**src/rtl/branch_resolve_queue.sv**
```systemverilog
// In-order queue of resolved branches between the branch unit and the ROB writeback port.
// Emits a one-cycle fetch redirect when a taken branch drains, and raises stall before the queue can overflow.
module branch_resolve_queue #(
    parameter int unsigned          DEPTH       = 4,
    parameter int unsigned          TAG_W       = 4,
    parameter int unsigned          DATA_W      = 32,
    parameter logic [TAG_W-1:0]     TAG_INVALID = {TAG_W{1'b1}}
) (
    input  logic                     clk,
    input  logic                     rst,
    input  logic [TAG_W-1:0]         in_tag,
    input  logic                     in_taken,
    input  logic [DATA_W-1:0]        in_next_pc,
    input  logic                     flush,
    output logic                     wb_valid,
    input  logic                     wb_ready,
    output logic [TAG_W-1:0]         wb_tag,
    output logic                     wb_taken,
    output logic [DATA_W-1:0]        wb_pc,
    output logic                     redirect_valid,
    output logic [DATA_W-1:0]        redirect_pc,
    output logic                     stall,
    output logic [$clog2(DEPTH):0]   count,
    output logic                     overflow
);

    localparam int unsigned PTR_W = $clog2(DEPTH);
    localparam int unsigned CNT_W = PTR_W + 1;

    logic [TAG_W-1:0]  tag_mem_q   [DEPTH];
    logic [TAG_W-1:0]  tag_mem_d   [DEPTH];
    logic              taken_mem_q [DEPTH];
    logic              taken_mem_d [DEPTH];
    logic [DATA_W-1:0] pc_mem_q    [DEPTH];
    logic [DATA_W-1:0] pc_mem_d    [DEPTH];

    logic [PTR_W-1:0]  head_q, head_d;
    logic [PTR_W-1:0]  tail_q, tail_d;
    logic [CNT_W-1:0]  count_q, count_d;
    logic              redirect_valid_q, redirect_valid_d;
    logic [DATA_W-1:0] redirect_pc_q, redirect_pc_d;
    logic              overflow_q, overflow_d;

    logic              empty;
    logic              push_req;
    logic              pop;
    logic              push_ok;

    assign empty    = (count_q == '0);
    assign push_req = (in_tag != TAG_INVALID);
    assign pop      = !empty && wb_ready;
    // A full queue can still take a push when the head leaves at the same edge.
    assign push_ok  = push_req && ((count_q < CNT_W'(DEPTH)) || pop);

    always_comb begin
        head_d           = head_q;
        tail_d           = tail_q;
        count_d          = count_q;
        redirect_valid_d = 1'b0;
        redirect_pc_d    = redirect_pc_q;
        overflow_d       = overflow_q;
        tag_mem_d        = tag_mem_q;
        taken_mem_d      = taken_mem_q;
        pc_mem_d         = pc_mem_q;

        if (flush) begin
            head_d  = '0;
            tail_d  = '0;
            count_d = '0;
        end else begin
            if (pop) begin
                head_d = head_q + 1'b1;
                if (taken_mem_q[head_q]) begin
                    redirect_valid_d = 1'b1;
                    redirect_pc_d    = pc_mem_q[head_q];
                end
            end
            if (push_ok) begin
                tag_mem_d[tail_q]   = in_tag;
                taken_mem_d[tail_q] = in_taken;
                pc_mem_d[tail_q]    = in_next_pc;
                tail_d              = tail_q + 1'b1;
            end else if (push_req) begin
                overflow_d = 1'b1;
            end
            count_d = count_q + CNT_W'(push_ok) - CNT_W'(pop);
        end
    end

    always_ff @(posedge clk) begin
        if (rst) begin
            head_q           <= '0;
            tail_q           <= '0;
            count_q          <= '0;
            redirect_valid_q <= 1'b0;
            redirect_pc_q    <= '0;
            overflow_q       <= 1'b0;
            for (int i = 0; i < DEPTH; i++) begin
                tag_mem_q[i]   <= TAG_INVALID;
                taken_mem_q[i] <= 1'b0;
                pc_mem_q[i]    <= '0;
            end
        end else begin
            head_q           <= head_d;
            tail_q           <= tail_d;
            count_q          <= count_d;
            redirect_valid_q <= redirect_valid_d;
            redirect_pc_q    <= redirect_pc_d;
            overflow_q       <= overflow_d;
            for (int i = 0; i < DEPTH; i++) begin
                tag_mem_q[i]   <= tag_mem_d[i];
                taken_mem_q[i] <= taken_mem_d[i];
                pc_mem_q[i]    <= pc_mem_d[i];
            end
        end
    end

    // Head is presented straight from storage; an empty queue shows the idle pattern.
    assign wb_valid       = !empty;
    assign wb_tag         = empty ? TAG_INVALID : tag_mem_q[head_q];
    assign wb_taken       = empty ? 1'b0        : taken_mem_q[head_q];
    assign wb_pc          = empty ? '0          : pc_mem_q[head_q];

    assign redirect_valid = redirect_valid_q;
    assign redirect_pc    = redirect_pc_q;
    assign stall          = (count_q >= CNT_W'(DEPTH - 1));
    assign count          = count_q;
    assign overflow       = overflow_q;

endmodule
```
**config.mk**
```make
export PLATFORM = sky130hd
export DESIGN_NAME = branch_resolve_queue
export DESIGN_NICKNAME = d
export VERILOG_FILES = /design/src/rtl/branch_resolve_queue.sv
export SDC_FILE = /design/constraint.sdc
export NUM_CORES = 1
export LEC_CHECK = 0
export BUFFER_PORTS_ARGS = -buffer_cell sky130_fd_sc_hd__buf_2
export CAP_MARGIN = 10
export CORE_UTILIZATION = 45
export DETAILED_ROUTE_END_ITERATION = 8
export HOLD_SLACK_MARGIN = 0.08
export PLACE_DENSITY = 0.68
export SYNTH_ARGS = -nofsm -noshare
export SYNTH_HDL_FRONTEND = slang
export SYNTH_SLANG_ARGS = --single-unit
```
**constraint.sdc**
```tcl
create_clock -name clk -period 2.05 [get_ports clk]
set_clock_uncertainty 0.05 [all_clocks]
set_input_delay 0.1025 -clock clk [delete_from_list [all_inputs] [get_ports clk]]
set_output_delay 0.1025 -clock clk [all_outputs]
set_load 0.1 [all_outputs]
```
# --- Yosys cells after proc, flatten, opt, wreduce, memory -nomap -nowiden ---
# Cells that the tools add are included.
word_totals:
  output_inout_bits: 76
  regBits: 189
  ram_bits: 0
  n_memories: 0
  in_bits: 41
  latchBits: 0
  romBits: 0
  elab_cells: 66
op_classes:
  add_sub_neg: 4
  order_cmp: 5
  n_eq_ne: 1
  multipliers: 0
  n_shift: 0
  div_mod_pow: 0
  mux: 22
  bitwise_logic: 5
  reduce_logical: 11
op_table:
  columns: ["cell", "n"]
  rows:
  - ["128-bit bitwise mux", 1]
  - ["32-bit two-way mux", 4]
  - ["32-bit binary-select mux with 2-bit select", 1]
  - ["32-bit demux with 2-bit select", 1]
  - ["16-bit bitwise mux", 1]
  - ["4-bit two-way mux", 4]
  - ["4-bit binary-select mux with 2-bit select", 1]
  - ["4-bit demux with 2-bit select", 1]
  - ["3-bit greater-or-equal comparator (second input constant)", 2]
  - ["2-bit inverter with 3-bit output", 2]
  - ["3-bit AND reduction", 2]
  - ["1-bit two-way mux", 5]
  - ["2-bit by 1-bit adder with 2-bit output (second input constant)", 2]
  - ["4-bit bitwise mux", 1]
  - ["4-bit != test (second input constant)", 1]
  - ["3-bit by 1-bit adder with 3-bit output", 1]
  - ["3-bit by 2-bit greater-or-equal comparator with 1-bit output (second input constant)", 1]
  - ["1-bit logical AND", 3]
  - ["3-bit zero test", 1]
  - ["3-bit by 1-bit less-than comparator with 1-bit output (second input constant)", 1]
  - ["3-bit less-than comparator (second input constant)", 1]
  - ["1-bit inverter", 3]
  - ["3-bit OR reduction", 1]
  - ["3-bit by 1-bit subtractor with 3-bit output", 1]
  - ["other kinds (6)", 6]

# --- Logic depth before layout (Yosys ltp) ---
depth:
  word_depth: 7
  depth_mapped: 10
  depth_no_buf: 9

# --- Worst setup path before layout ---
# No wires, ideal clock.
synth_path:
  path_kind: "reg2out"
  from: "register count_q[1] (netlist: count[1])"
  to: "output port wb_pc[0]"
  t_arrival_ps: 3301
  path_stages_with_launch: 5
  path_buffers: 1
  required_time_ps: 1898
  setup_slack_ps: -1404
  cell_sequence: "dfxtp_1 -> nor3_1 -> inv_1 -> clkbuf_1 -> and2_1"
synth_via:
  elab_chain_len: 2
synth_rtl:
  columns: ["item", "line_no", "text"]
  rows:
  - ["start: declaration", "39", "logic [CNT_W-1:0] count_q, count_d;"]
  - ["start signal: assignment", "106", "count_q <= count_d;"]
  - ["3-bit zero test", "49", "assign empty = (count_q == '0);"]
  - ["32-bit two-way mux", "122", "assign wb_pc = empty ? '0 : pc_mem_q[head_q];"]
  - ["end: declaration", "19", "output logic [DATA_W-1:0] wb_pc,"]
# No other way between the ends.

# --- Worst setup path in the final report ---
layout_path:
  from: "register head_q[1]"
  to: "output port wb_pc[22]"
layout_via:
  elab_chain_len: 5
layout_rtl:
  columns: ["item", "line_no", "text"]
  rows:
  - ["start: declaration", "37", "logic [PTR_W-1:0] head_q, head_d;"]
  - ["start signal: assignment", "92", "head_q <= '0;"]
  - ["start signal: assignment", "104", "head_q <= head_d;"]
  - ["2-bit inverter with 3-bit output (implied by the code)", "122", null]
  - ["32-bit binary-select mux with 2-bit select", "122", null]
  - ["32-bit two-way mux (implied by the code) (2 in series)", "122", null]
  - ["32-bit two-way mux", "122", null]
# No other way between the ends. The select of a mux whose other input is x is not followed.

==> summary.md <==
| Metric | Value |
|---|---|
| Status | finished, violations left |
| Violations in the final reports | negative setup slack |
| Die area | between 0.02 and 0.025 sq mm |
| #FFs+latches synth | 189 |
| Data required, critical path | 1.90 ns |
| Hold endpoint | redirect_pc[16]$_SDFFE_PP0P_ |
| Net switching component of the power | 2180 uW |
| Worst VDD drop | around 530 uV |
| Number of cells in the design after placement | 1154 |
| Multi-input logic area | 0.00480 sq mm |
| Starting utilization of the core area | 45.8% |
| Part of the power in registers | 44.5% |
| Setup repair after global routing missed its margin | true |
| Share of the yosys chip area belonging to registers | a little over two fifths |
| Number of nets in the synthesized netlist | 856 |
| Number of DRC violations after detailed routing | 0 |
| Maximum frequency from static timing analysis | 0.469 GHz |
| Final #Nets | 1009 |
| Kind of path behind the tightest hold check | flip-flop to flip-flop |
| Start point of the critical path | head_q[1]$_SDFFE_PP0N_ |
| Combinational Power Share | 14.6% |
| Max-cap violation count | 0 |
| Wirelength, routed | 19700 um |
| Total via count after detailed routing | 6111 |
| Critical Path Source Type | flip-flop |
| Post-synth EDFFs | 0 |
| Net switching share of the total power | around 25% |
| First DRT Iteration DRCs | 247 |
| Fill cells | 1631 |
| H-tree levels | 4 |
| Hold path start | redirect_pc[16]$_SDFFE_PP0P_ |
| Worst setup margin | -0.0806 ns |
| Number of buffer cells added on primary ports | approximately 120 |
| First-pass detailed-route iteration total | 4 |
| Reg2Reg Launch Point | count[0]$_SDFF_PP0_ |
| Root Driver | clkbuf_16 |
| Worst-path cell with the longest stage delay | mux4_2 |
| Depth of the worst hold-timing path | 2 |
| Global-route wire length before repair | 32300 um |
| Highest net fanout along the worst path | 5 |
| Capturing point of the worst reg2reg path | count[2]$_SDFF_PP0_ |
| Routed Antenna Nets | 0 |
| Worst-Margin Slew | 0.493 ns |
| Arrival time of data at the critical path endpoint | 1.98 ns |
| Finished Layout Cells | 1238 |
| Reported leakage power | 0.00495 uW |
| P_int | 6400 uW |
| Leading cell type by number of instances after synthesis | nand2b_1 |
| Width of the die | approximately 140 um |
| Global routing usage summed across all routing layers | approximately 20% |
| Capturing element type of the critical path | output port |
| Layout Cell Area excl Fill | 0.0116 sq mm |
| Library cell with the largest summed area after synthesis | dfxtp_1 |
| Slew Limit Fails | 0 |
| Top-area cell type share of the netlist area | 42.5% |
| Via count of the first global-routing pass | 6270 |
| Gp weighted congestion | 0.767 |
| Post-DP HPWL | approximately 12000 um |
| Power per Cell Area | 742 mW/mm^2 |
| Logic depth of the worst register-to-register path | 9 |
| Post-synthesis to final-layout area growth | 30.1% |
| Period utilisation layout | 104% |
| Inserted Diodes | 0 |
| Residual overflow from global routing | 0 |
| Number of sinks on the clock net | about 190 |
| Crit-path cells | buf_12 > buf_16 > mux4_2 > and2_4 > buf_12 |
| TritonCTS clock tree | built |
| Worst max-slew margin expressed relative to the limit | 67.4% |
| Clock input transition at the sequential cells of the worst setup and hold paths | about 0.070 ns |
| Clock network fraction of design power | 40.9% |
| Area taken by flip-flops and latches | 0.00380 sq mm |
| Post-Syn Area per Cell | 11.0 sq um |
| Largest cells by area after synthesis | dfxtp_1 43%, mux2i_1 20%, nand2b_1 16% |
| Initial antenna violation count | 0 |
| IO Pins | 117 |
| Fin Hold WS | 0.418 ns |
| Share of post-route cells with drive strength above 1 | 27.0% |
| Delay contributed by the slowest stage of the critical path | 0.53 ns |
| Routed wire length per instance | 15.9 um |
| Synth async-reset ratio | 0% |
| Final TNS setup | -0.999 ns |
| DIE HEIGHT | roughly 140 um |
| Insertion delay of the later-clocked pin in the worst-skew pair | about 0.43 ns |
| Via-to-Cell Ratio | 4.94 |
| List of most frequent post-synthesis cells | 230 x nand2b_1, 189 x dfxtp_1, 180 x mux2i_1, 36 x mux4_2 |
| Deepest clock path buffer count | 2 |
| Final min period | 2.13 ns |
| Cts bufs inserted | 17 |
| Post-synth top flop | dfxtp_1 |
| Synth Instances | 807 |
| Maximum number of pins on one net before global-route repair | 79 |
| Slack of the worst reg-to-reg path | around 0.12 ns |
| Floorplan row count | 51 |
| Hold violation total from the final report | 0 |
| Warnings, synthesis | 0 |
| Worst path most repeated cell | buf_12 |
| Cell area reported after detailed placement | 0.0101 sq mm |
| Final setup violation count | 23 |
| Syn Std Cell Area | 0.00889 sq mm |
| Critical setup path kind | flip-flop to output port |
| Placeable Area | approximately 0.019 sq mm |
| Library cells used by synthesis | 31 |
-- area by class of cell --
cell class	instances	share of cell area, %
clock buffers	24	4.33
flip-flops and latches	189	32.9
clock inverters	8	1.12
multi-input cells	547	41.5
inverters	9	0.292
repair buffers	196	17.1
well taps	265	2.86
-- kinds of logic after synthesis --
group / after synthesis / share of synthesized area [%]
compound gates: 8 / 0.689
xor+xnor: 3 / 0.295
fa+ha+maj: 8 / 1.21
buf+inv: 71 / 4.36
flops: 189 / 42.5
mux: 217 / 29.7
simple gates: 311 / 21.2
-- routing by layer --
layer / vias up / track usage [%] / share of wire, %
met5: - / 0 / 0
met3: 22 / 3.57 / 3.0
met1: 2942 / 26.8 / 48
met2: 114 / 34.0 / 48
met4: 0 / 7.02 / 1.5
li1: 3033 / - / -
-- cell usage in the layout, fill, tap and decap left out, drive strengths merged, types with 4 or more instances in the layout --
cell type      n
mux4          37
nor2          26
or2            5
nand4          5
buf          156
inv            8
and4           4
mux2i        180
and2          33
dfxtp        189
dlygate4sd3   40
clkbuf        24
ha             7
nand2b       230
-- per-stage QoR --
| stage | worst slack, ns | util, % | total power (uW) |
|---|---|---|---|
| after detailed placement | 0.151 | 52.1 | 5020 |
| after CTS | -0.0989 | 59.1 | 8640 |
| after global placement | 0.189 | 52.1 | 5010 |
| final | -0.0806 | 59.7 | 8590 |
| after floorplan | 0.0364 | - | 4700 |
| after global routing | -0.139 | 59.7 | 8910 |
-- worst max-delay path: cells and delay by family, from the launching register on --
kind	cells	cell delay, ns
flip-flops	1	0.40
multiplexers	1	0.53
buffers and inverters	3	0.41
AND/OR/NAND/NOR	1	0.19
-- registers in the layout (all words and copies together) (netlist names) --
signal and count:
head_q 2, redirect_pc 32, count 3, overflow 1, pc_mem_q 128, tail_q 2, taken_mem_q 4, redirect_valid 1
tag_mem_q 16
-- power groups by stage --
stage | logic [uW] | registers, uW | clock network [uW]
floorplan | 773 | 3930 | 0
detailed placement | 1110 | 3910 | 0
global route | 1330 | 3840 | 3750
CTS | 1230 | 3820 | 3580
global placement | 1100 | 3910 | 0
finish | 1250 | 3830 | 3510
-- worst max path at each step --
stage / slack [ns] / cells after the start / end
after floorplan: 0.04 / 9 / count[2]$_SDFF_PP0_
after global placement: 0.19 / 9 / count[2]$_SDFF_PP0_
after detailed placement: 0.15 / 9 / count[2]$_SDFF_PP0_
after CTS: -0.1 / 5 / wb_pc[20]
after global routing: -0.14 / 5 / wb_pc[22]
final: -0.08 / 5 / wb_pc[22]
-- repair_timing --
action / 4_1_cts / 5_1_grt
resized for setup: 77 / 18
buffers inserted: 4 / 6
pin swaps: 1 / 0
cloned: 2 / 0
hold endpoints to repair: 157 / 0
setup endpoints to repair: 37 / 36
hold buffers: 40 / 0
No activity file was read; power rests on OpenSTA's default activity.
